## config.mk

```make
export PLATFORM = sky130hd
export DESIGN_NAME = writeback_sequencer
export DESIGN_NICKNAME = d
export VERILOG_FILES = /design/src/rtl/writeback_sequencer.sv
export SDC_FILE = /design/constraint.sdc
export NUM_CORES = 1
export LEC_CHECK = 0
export ABC_CLOCK_PERIOD_IN_PS = 3020
export CELL_PAD_IN_SITES_DETAIL_PLACEMENT = 1
export CELL_PAD_IN_SITES_GLOBAL_PLACEMENT = 1
export CORE_ASPECT_RATIO = 0.75
export CORE_MARGIN = 2
export CORE_UTILIZATION = 33
export DETAILED_ROUTE_END_ITERATION = 10
export HOLD_SLACK_MARGIN = 0.12
export PLACE_DENSITY_LB_ADDON = 0.1
export SKIP_CTS_REPAIR_TIMING = 1
export SYNTH_ARGS = -nofsm -noshare
export SYNTH_HDL_FRONTEND = slang
export SYNTH_SLANG_ARGS = --single-unit
```

## constraint.sdc

```tcl
create_clock -name i_Clk -period 3.02 [get_ports i_Clk]
set_clock_uncertainty 0.2 [all_clocks]
set_input_delay 0.906 -clock i_Clk [delete_from_list [all_inputs] [get_ports i_Clk]]
set_output_delay 0.906 -clock i_Clk [all_outputs]
set_load 0.01 [all_outputs]
```

## src/rtl/writeback_sequencer.sv

```systemverilog
// Writeback controller: selects the writeback mux source, runs the bus-load handshake and
// issues one register write strobe. Optional bus timeout enabled by defining WB_TIMEOUT_EN.
module writeback_sequencer #(
`ifdef WB_TIMEOUT_EN
    parameter int unsigned TIMEOUT_CYCLES = 15,
`endif
    parameter int unsigned CNT_W = 8
) (
    input  logic             i_Clk,
    input  logic             i_Rst_n,
    input  logic             i_Start,
    input  logic [2:0]       i_Op,
    input  logic [2:0]       i_DstReg,
    input  logic             i_BusAck,
    output logic             o_Busy,
    output logic             o_BusReq,
    output logic [2:0]       o_Sel_Mux,
    output logic             o_RegWe,
    output logic [2:0]       o_RegAddr,
    output logic             o_Done,
    output logic             o_Err,
    output logic [CNT_W-1:0] o_WbCount
);

    localparam logic [1:0] StIdle    = 2'd0;
    localparam logic [1:0] StBusWait = 2'd1;
    localparam logic [1:0] StWrite   = 2'd2;
    localparam logic [1:0] StErr     = 2'd3;

    // Mux select that forces the writeback data to zero.
    localparam logic [2:0] SelZero = 3'b111;

    logic [1:0]       state_q, state_d;
    logic [2:0]       op_q, op_d;
    logic [2:0]       dst_q, dst_d;
    logic [CNT_W-1:0] cnt_q, cnt_d;

`ifdef WB_TIMEOUT_EN
    localparam int unsigned TO_W = $clog2(TIMEOUT_CYCLES + 1);
    localparam logic [TO_W-1:0] ToLast = TO_W'(TIMEOUT_CYCLES - 1);

    logic [TO_W-1:0] to_cnt_q, to_cnt_d;
`endif

    always_comb begin
        state_d = state_q;
        op_d    = op_q;
        dst_d   = dst_q;
        cnt_d   = cnt_q;
`ifdef WB_TIMEOUT_EN
        to_cnt_d = to_cnt_q;
`endif
        case (state_q)
            StIdle: begin
`ifdef WB_TIMEOUT_EN
                to_cnt_d = '0;
`endif
                if (i_Start) begin
                    op_d  = i_Op;
                    dst_d = i_DstReg;
                    case (i_Op)
                        3'b000:                         state_d = StBusWait;
                        3'b010, 3'b011, 3'b100, 3'b101: state_d = StWrite;
                        default:                        state_d = StErr;
                    endcase
                end
            end
            StBusWait: begin
                if (i_BusAck) begin
                    state_d = StWrite;
`ifdef WB_TIMEOUT_EN
                end else if (to_cnt_q == ToLast) begin
                    state_d = StErr;
                end else begin
                    to_cnt_d = to_cnt_q + TO_W'(1);
`endif
                end
            end
            StWrite: begin
                cnt_d   = cnt_q + CNT_W'(1);
                state_d = StIdle;
            end
            default: begin
                state_d = StIdle;
            end
        endcase
    end

    always_ff @(posedge i_Clk or negedge i_Rst_n) begin
        if (!i_Rst_n) begin
            state_q <= StIdle;
            op_q    <= '0;
            dst_q   <= '0;
            cnt_q   <= '0;
        end else begin
            state_q <= state_d;
            op_q    <= op_d;
            dst_q   <= dst_d;
            cnt_q   <= cnt_d;
        end
    end

`ifdef WB_TIMEOUT_EN
    always_ff @(posedge i_Clk or negedge i_Rst_n) begin
        if (!i_Rst_n) begin
            to_cnt_q <= '0;
        end else begin
            to_cnt_q <= to_cnt_d;
        end
    end
`endif

    // Outputs depend only on registered state, never directly on inputs.
    always_comb begin
        o_Busy    = (state_q != StIdle);
        o_BusReq  = (state_q == StBusWait);
        o_RegWe   = (state_q == StWrite);
        o_Done    = (state_q == StWrite);
        o_Err     = (state_q == StErr);
        o_RegAddr = dst_q;
        o_WbCount = cnt_q;
        case (state_q)
            StBusWait: o_Sel_Mux = 3'b000;
            StWrite:   o_Sel_Mux = op_q;
            default:   o_Sel_Mux = SelZero;
        endcase
    end

endmodule

```

==> flow_summary.html <==
<table>
<tr><th>Metric</th><th>Value</th></tr>
<tr><th colspan="2">Placed design</th></tr>
<tr><td>Number of cells in the design after placement</td><td>~110</td></tr>
<tr><td>Dpl hpwl</td><td>about 1.2 mm</td></tr>
<tr><td>Routability congestion estimate</td><td>0.707</td></tr>
<tr><td>Setup Slack @ Placement</td><td>around 0.51 ns</td></tr>
<tr><td>Port Buffers</td><td>28</td></tr>
<tr><th colspan="2">Floorplan</th></tr>
<tr><td>Die X</td><td>~58 um</td></tr>
<tr><td>I/O pin cnt</td><td>29</td></tr>
<tr><td>Initial core utilization</td><td>0.353</td></tr>
<tr><td>Site row count</td><td>14</td></tr>
<tr><td>Core Area</td><td>2030 um^2</td></tr>
<tr><td>Floorplan die height</td><td>roughly 44 um</td></tr>
<tr><td>Floorplan die area</td><td>2570 um^2</td></tr>
<tr><th colspan="2">Run status</th></tr>
<tr><td>Outcome</td><td>finished clean</td></tr>
<tr><th colspan="2">Synthesis</th></tr>
<tr><td>Synth Warn #</td><td>0</td></tr>
<tr><td>Unique cell type count in the Yosys netlist</td><td>20</td></tr>
<tr><td>Synth Net Count</td><td>71</td></tr>
<tr><td>Sequential element share of the synthesized area</td><td>0.557</td></tr>
<tr><td>Synthesized netlist cell count</td><td>60</td></tr>
<tr><td>Mean instance size in the synthesized netlist</td><td>about 12 um^2</td></tr>
<tr><td>Number of synthesized register bits</td><td>16</td></tr>
<tr><td>Post-Syn Area</td><td>roughly 720 um^2</td></tr>
<tr><th colspan="2">GRT</th></tr>
<tr><td>Maximum number of pins on one net before global-route repair</td><td>17</td></tr>
<tr><td>Total gr overflow</td><td>0</td></tr>
<tr><td>Number of antenna violations at the first check in global routing</td><td>0</td></tr>
<tr><td>Vias in the first global route</td><td>about 540</td></tr>
<tr><td>Wire length of the first global-routing pass</td><td>about 2.6 mm</td></tr>
<tr><td>GRT Total Usage</td><td>0.139</td></tr>
<tr><th colspan="2">Worst hold path</th></tr>
<tr><td>End point of the most critical hold path</td><td>o_WbCount[7]</td></tr>
<tr><td>Class of the most critical hold timing path</td><td>reg -&gt; reg</td></tr>
<tr><td>Count of cells along the worst hold path</td><td>1</td></tr>
<tr><td>Worst hold start</td><td>o_WbCount[7]</td></tr>
<tr><th colspan="2">Setup path</th></tr>
<tr><td>Largest fanout of any net on the critical path</td><td>6</td></tr>
<tr><td>CP Capture Type</td><td>output pin</td></tr>
<tr><td>End of the worst register-to-register path</td><td>o_RegAddr[0]</td></tr>
<tr><td>Reg-to-reg startpoint</td><td>state_q[1]</td></tr>
<tr><td>Setup CP Type</td><td>reg -&gt; out</td></tr>
<tr><td>Worst R2R Setup Slack</td><td>1.42 ns</td></tr>
<tr><td>Reg2reg path depth</td><td>2</td></tr>
<tr><td>Data arrival time of the critical path</td><td>~1.7 ns</td></tr>
<tr><td>Required time at the worst-slack endpoint</td><td>between 1.5 and 2 ns</td></tr>
<tr><td>Worst Setup Start Kind</td><td>flop</td></tr>
<tr><th colspan="2">Route</th></tr>
<tr><td>Number of antenna-violating nets in the routed design</td><td>0</td></tr>
<tr><td>Average via count per standard cell</td><td>between 4 and 5</td></tr>
<tr><td>DRT Pass-1 Iters</td><td>3</td></tr>
<tr><td>Violation count after the first detailed-route iteration</td><td>4</td></tr>
<tr><td>Number of design rule violations left after detail routing</td><td>0</td></tr>
<tr><td>Via count</td><td>545</td></tr>
<tr><td>Post-Route WL</td><td>1.58 mm</td></tr>
<tr><td>Routed length per instance</td><td>between 10 and 15 um</td></tr>
<tr><th colspan="2">STA</th></tr>
<tr><td>Final-report hold violation count</td><td>0</td></tr>
<tr><td>Clock period minus final worst setup slack</td><td>~2.8 ns</td></tr>
<tr><td>Final period utilization</td><td>0.933</td></tr>
<tr><td>Minimum setup slack in the final design</td><td>between 0.2 and 0.25 ns</td></tr>
<tr><td>Highest achievable clock rate</td><td>approximately 360 MHz</td></tr>
<tr><td>Setup violators final</td><td>0</td></tr>
<tr><td>Worst rel slew slack</td><td>0.532</td></tr>
<tr><td>Final Slew Violations</td><td>0</td></tr>
<tr><td>Unrepaired setup endpoints after global routing</td><td>false</td></tr>
<tr><td>Worst Tran Pin Value</td><td>around 0.7 ns</td></tr>
<tr><td>Final setup TNS</td><td>0 ns</td></tr>
<tr><th colspan="2">Clock network</th></tr>
<tr><td>Clock sinks</td><td>16</td></tr>
<tr><td>Buffer cell driving the clock tree root</td><td>sky130_fd_sc_hd__clkbuf_4</td></tr>
<tr><td>Clock insertion delay at the later pin of the skew report</td><td>0.30 ns</td></tr>
<tr><td>Number of CTS-inserted buffers</td><td>3</td></tr>
<tr><td>Clock-pin slew of the registers on the worst-case setup and hold paths</td><td>around 0.090 ns</td></tr>
<tr><td>Clock tree buffer depth</td><td>2</td></tr>
<tr><td>Clock tree from TritonCTS</td><td>done</td></tr>
<tr><td>CTS HTree Levels</td><td>1</td></tr>
<tr><th colspan="2">Power</th></tr>
<tr><td>Total power divided by cell area</td><td>roughly 830 nW/um^2</td></tr>
<tr><td>Static leakage power</td><td>0.000449 uW</td></tr>
<tr><td>Total chip power</td><td>between 800 and 900 uW</td></tr>
<tr><td>Worst ir drop on vdd</td><td>about 0.36 mV</td></tr>
<tr><th colspan="2">Finish</th></tr>
<tr><td>Number of nets in the layout</td><td>between 100 and 150</td></tr>
<tr><td>Antenna fix cells</td><td>0</td></tr>
<tr><td>Post-Route Utilization</td><td>0.520</td></tr>
<tr><td>Most common cell after layout, fill and taps aside</td><td>sky130_fd_sc_hd__clkdlybuf4s50_1</td></tr>
<tr><td>Filler cell count</td><td>between 200 and 250</td></tr>
<tr><td>Proportion of layout cells with a drive suffix above 1</td><td>0.154</td></tr>
<tr><td>Multi-input gate area</td><td>303 um^2</td></tr>
<tr><td>Non-filler cells in the finished layout</td><td>between 100 and 150</td></tr>
<tr><td>Layout overhead on the synthesized area</td><td>47.2%</td></tr>
<tr><td>Most used cells in the layout excluding fill and tap cells</td><td>sky130_fd_sc_hd__clkdlybuf4s50_1, sky130_fd_sc_hd__dfrtp_1, sky130_fd_sc_hd__xnor2_1</td></tr>
<tr><td>Storage cell area</td><td>between 400 and 500 um^2</td></tr>
<tr><th colspan="2">Flow run</th></tr>
<tr><td>Total of max-cap violations</td><td>0</td></tr>
</table>
synth_stat cells:
library cell / n / area, um^2
sky130_fd_sc_hd__inv_2: 1 / 3.75
sky130_fd_sc_hd__nand2b_1: 1 / 6.26
sky130_fd_sc_hd__and4b_1: 1 / 10.0
sky130_fd_sc_hd__and3_1: 1 / 6.26
sky130_fd_sc_hd__nand2_1: 6 / 22.5
sky130_fd_sc_hd__inv_1: 1 / 3.75
sky130_fd_sc_hd__o21ai_0: 1 / 5.00
sky130_fd_sc_hd__or3_1: 1 / 6.26
sky130_fd_sc_hd__dfrtp_1: 16 / 400
sky130_fd_sc_hd__ha_1: 1 / 12.5
sky130_fd_sc_hd__nand4_1: 4 / 25.0
sky130_fd_sc_hd__buf_4: 1 / 7.51
sky130_fd_sc_hd__nor2_1: 6 / 22.5
sky130_fd_sc_hd__xnor2_1: 8 / 70.1
sky130_fd_sc_hd__and2_1: 1 / 6.26
sky130_fd_sc_hd__nor3b_4: 1 / 18.8
sky130_fd_sc_hd__mux2_2: 6 / 67.6
sky130_fd_sc_hd__or2_2: 1 / 6.26
sky130_fd_sc_hd__nand2b_2: 1 / 8.76
sky130_fd_sc_hd__a22o_1: 1 / 8.76
worst max path at each step:
stage	start	to	cells past startpoint
after floorplan	state_q[0]	o_RegWe	3
after global placement	state_q[0]	o_Done	3
after detailed placement	state_q[0]	o_Sel_Mux[2]	4
after CTS	state_q[0]	o_Sel_Mux[2]	4
after global routing	state_q[0]	o_Sel_Mux[2]	4
final	state_q[0]	o_RegWe	3
stage by stage:
step           hold WS (ns)  area [um^2]
3_5_place_dp          0.272         1020
6_report              0.283         1060
5_1_grt               0.319         1060
2_1_floorplan         0.281          718
3_3_place_gp          0.260         1020
4_1_cts               0.294         1060
where the power goes:
| part | switching [uW] | total (uW) | internal, uW | leakage (uW) |
|---|---|---|---|---|
| registers | 78.6 | 366 | 287 | 0.000199 |
| logic | 144 | 373 | 228 | 0.000229 |
| clock network | 69.6 | 143 | 73.6 | 0.0000210 |
layout make-up:
| cell class | instances | share of cell area |
|---|---|---|
| well taps | 24 | 0.0284 |
| multi-input cells | 41 | 0.286 |
| inverters | 2 | 0.00710 |
| repair buffers | 28 | 0.265 |
| clock buffers | 4 | 0.0343 |
| flip-flops and latches | 16 | 0.379 |
flip-flops by register name, indices dropped and copies added (netlist names):
register   count
o_WbCount      8
o_RegAddr      3
op_q           3
state_q        2
layer usage:
metal	vias to the layer above	global-route usage	wire length [um]	share of wire
met5	-	0	0	0
li1	263	-	-	-
met3	3	0.0614	98	0.062
met1	265	0.185	709	0.45
met2	14	0.207	750	0.47
met4	0	0.0419	21	0.013
critical path, cell delays in order (launching register included):
cell,delay [ns]
sky130_fd_sc_hd__dfrtp_1,0.46
sky130_fd_sc_hd__nand2b_2,0.28
sky130_fd_sc_hd__inv_2,0.13
sky130_fd_sc_hd__clkdlybuf4s50_1,0.54
logic make-up (layout without fill, tap and decap cells):
family | after synthesis | in the layout | synth area share
adders and majority gates | 1 | 1 | 0.0174
AOI/OAI and AO/OA | 2 | 2 | 0.0192
xor gates and xnor gates | 8 | 8 | 0.0976
DFF | 16 | 16 | 0.557
buffers and inverters | 3 | 34 | 0.0209
muxes | 6 | 6 | 0.0941
and+or+nand+nor | 24 | 24 | 0.193
Power figures use the tool's default switching activity.
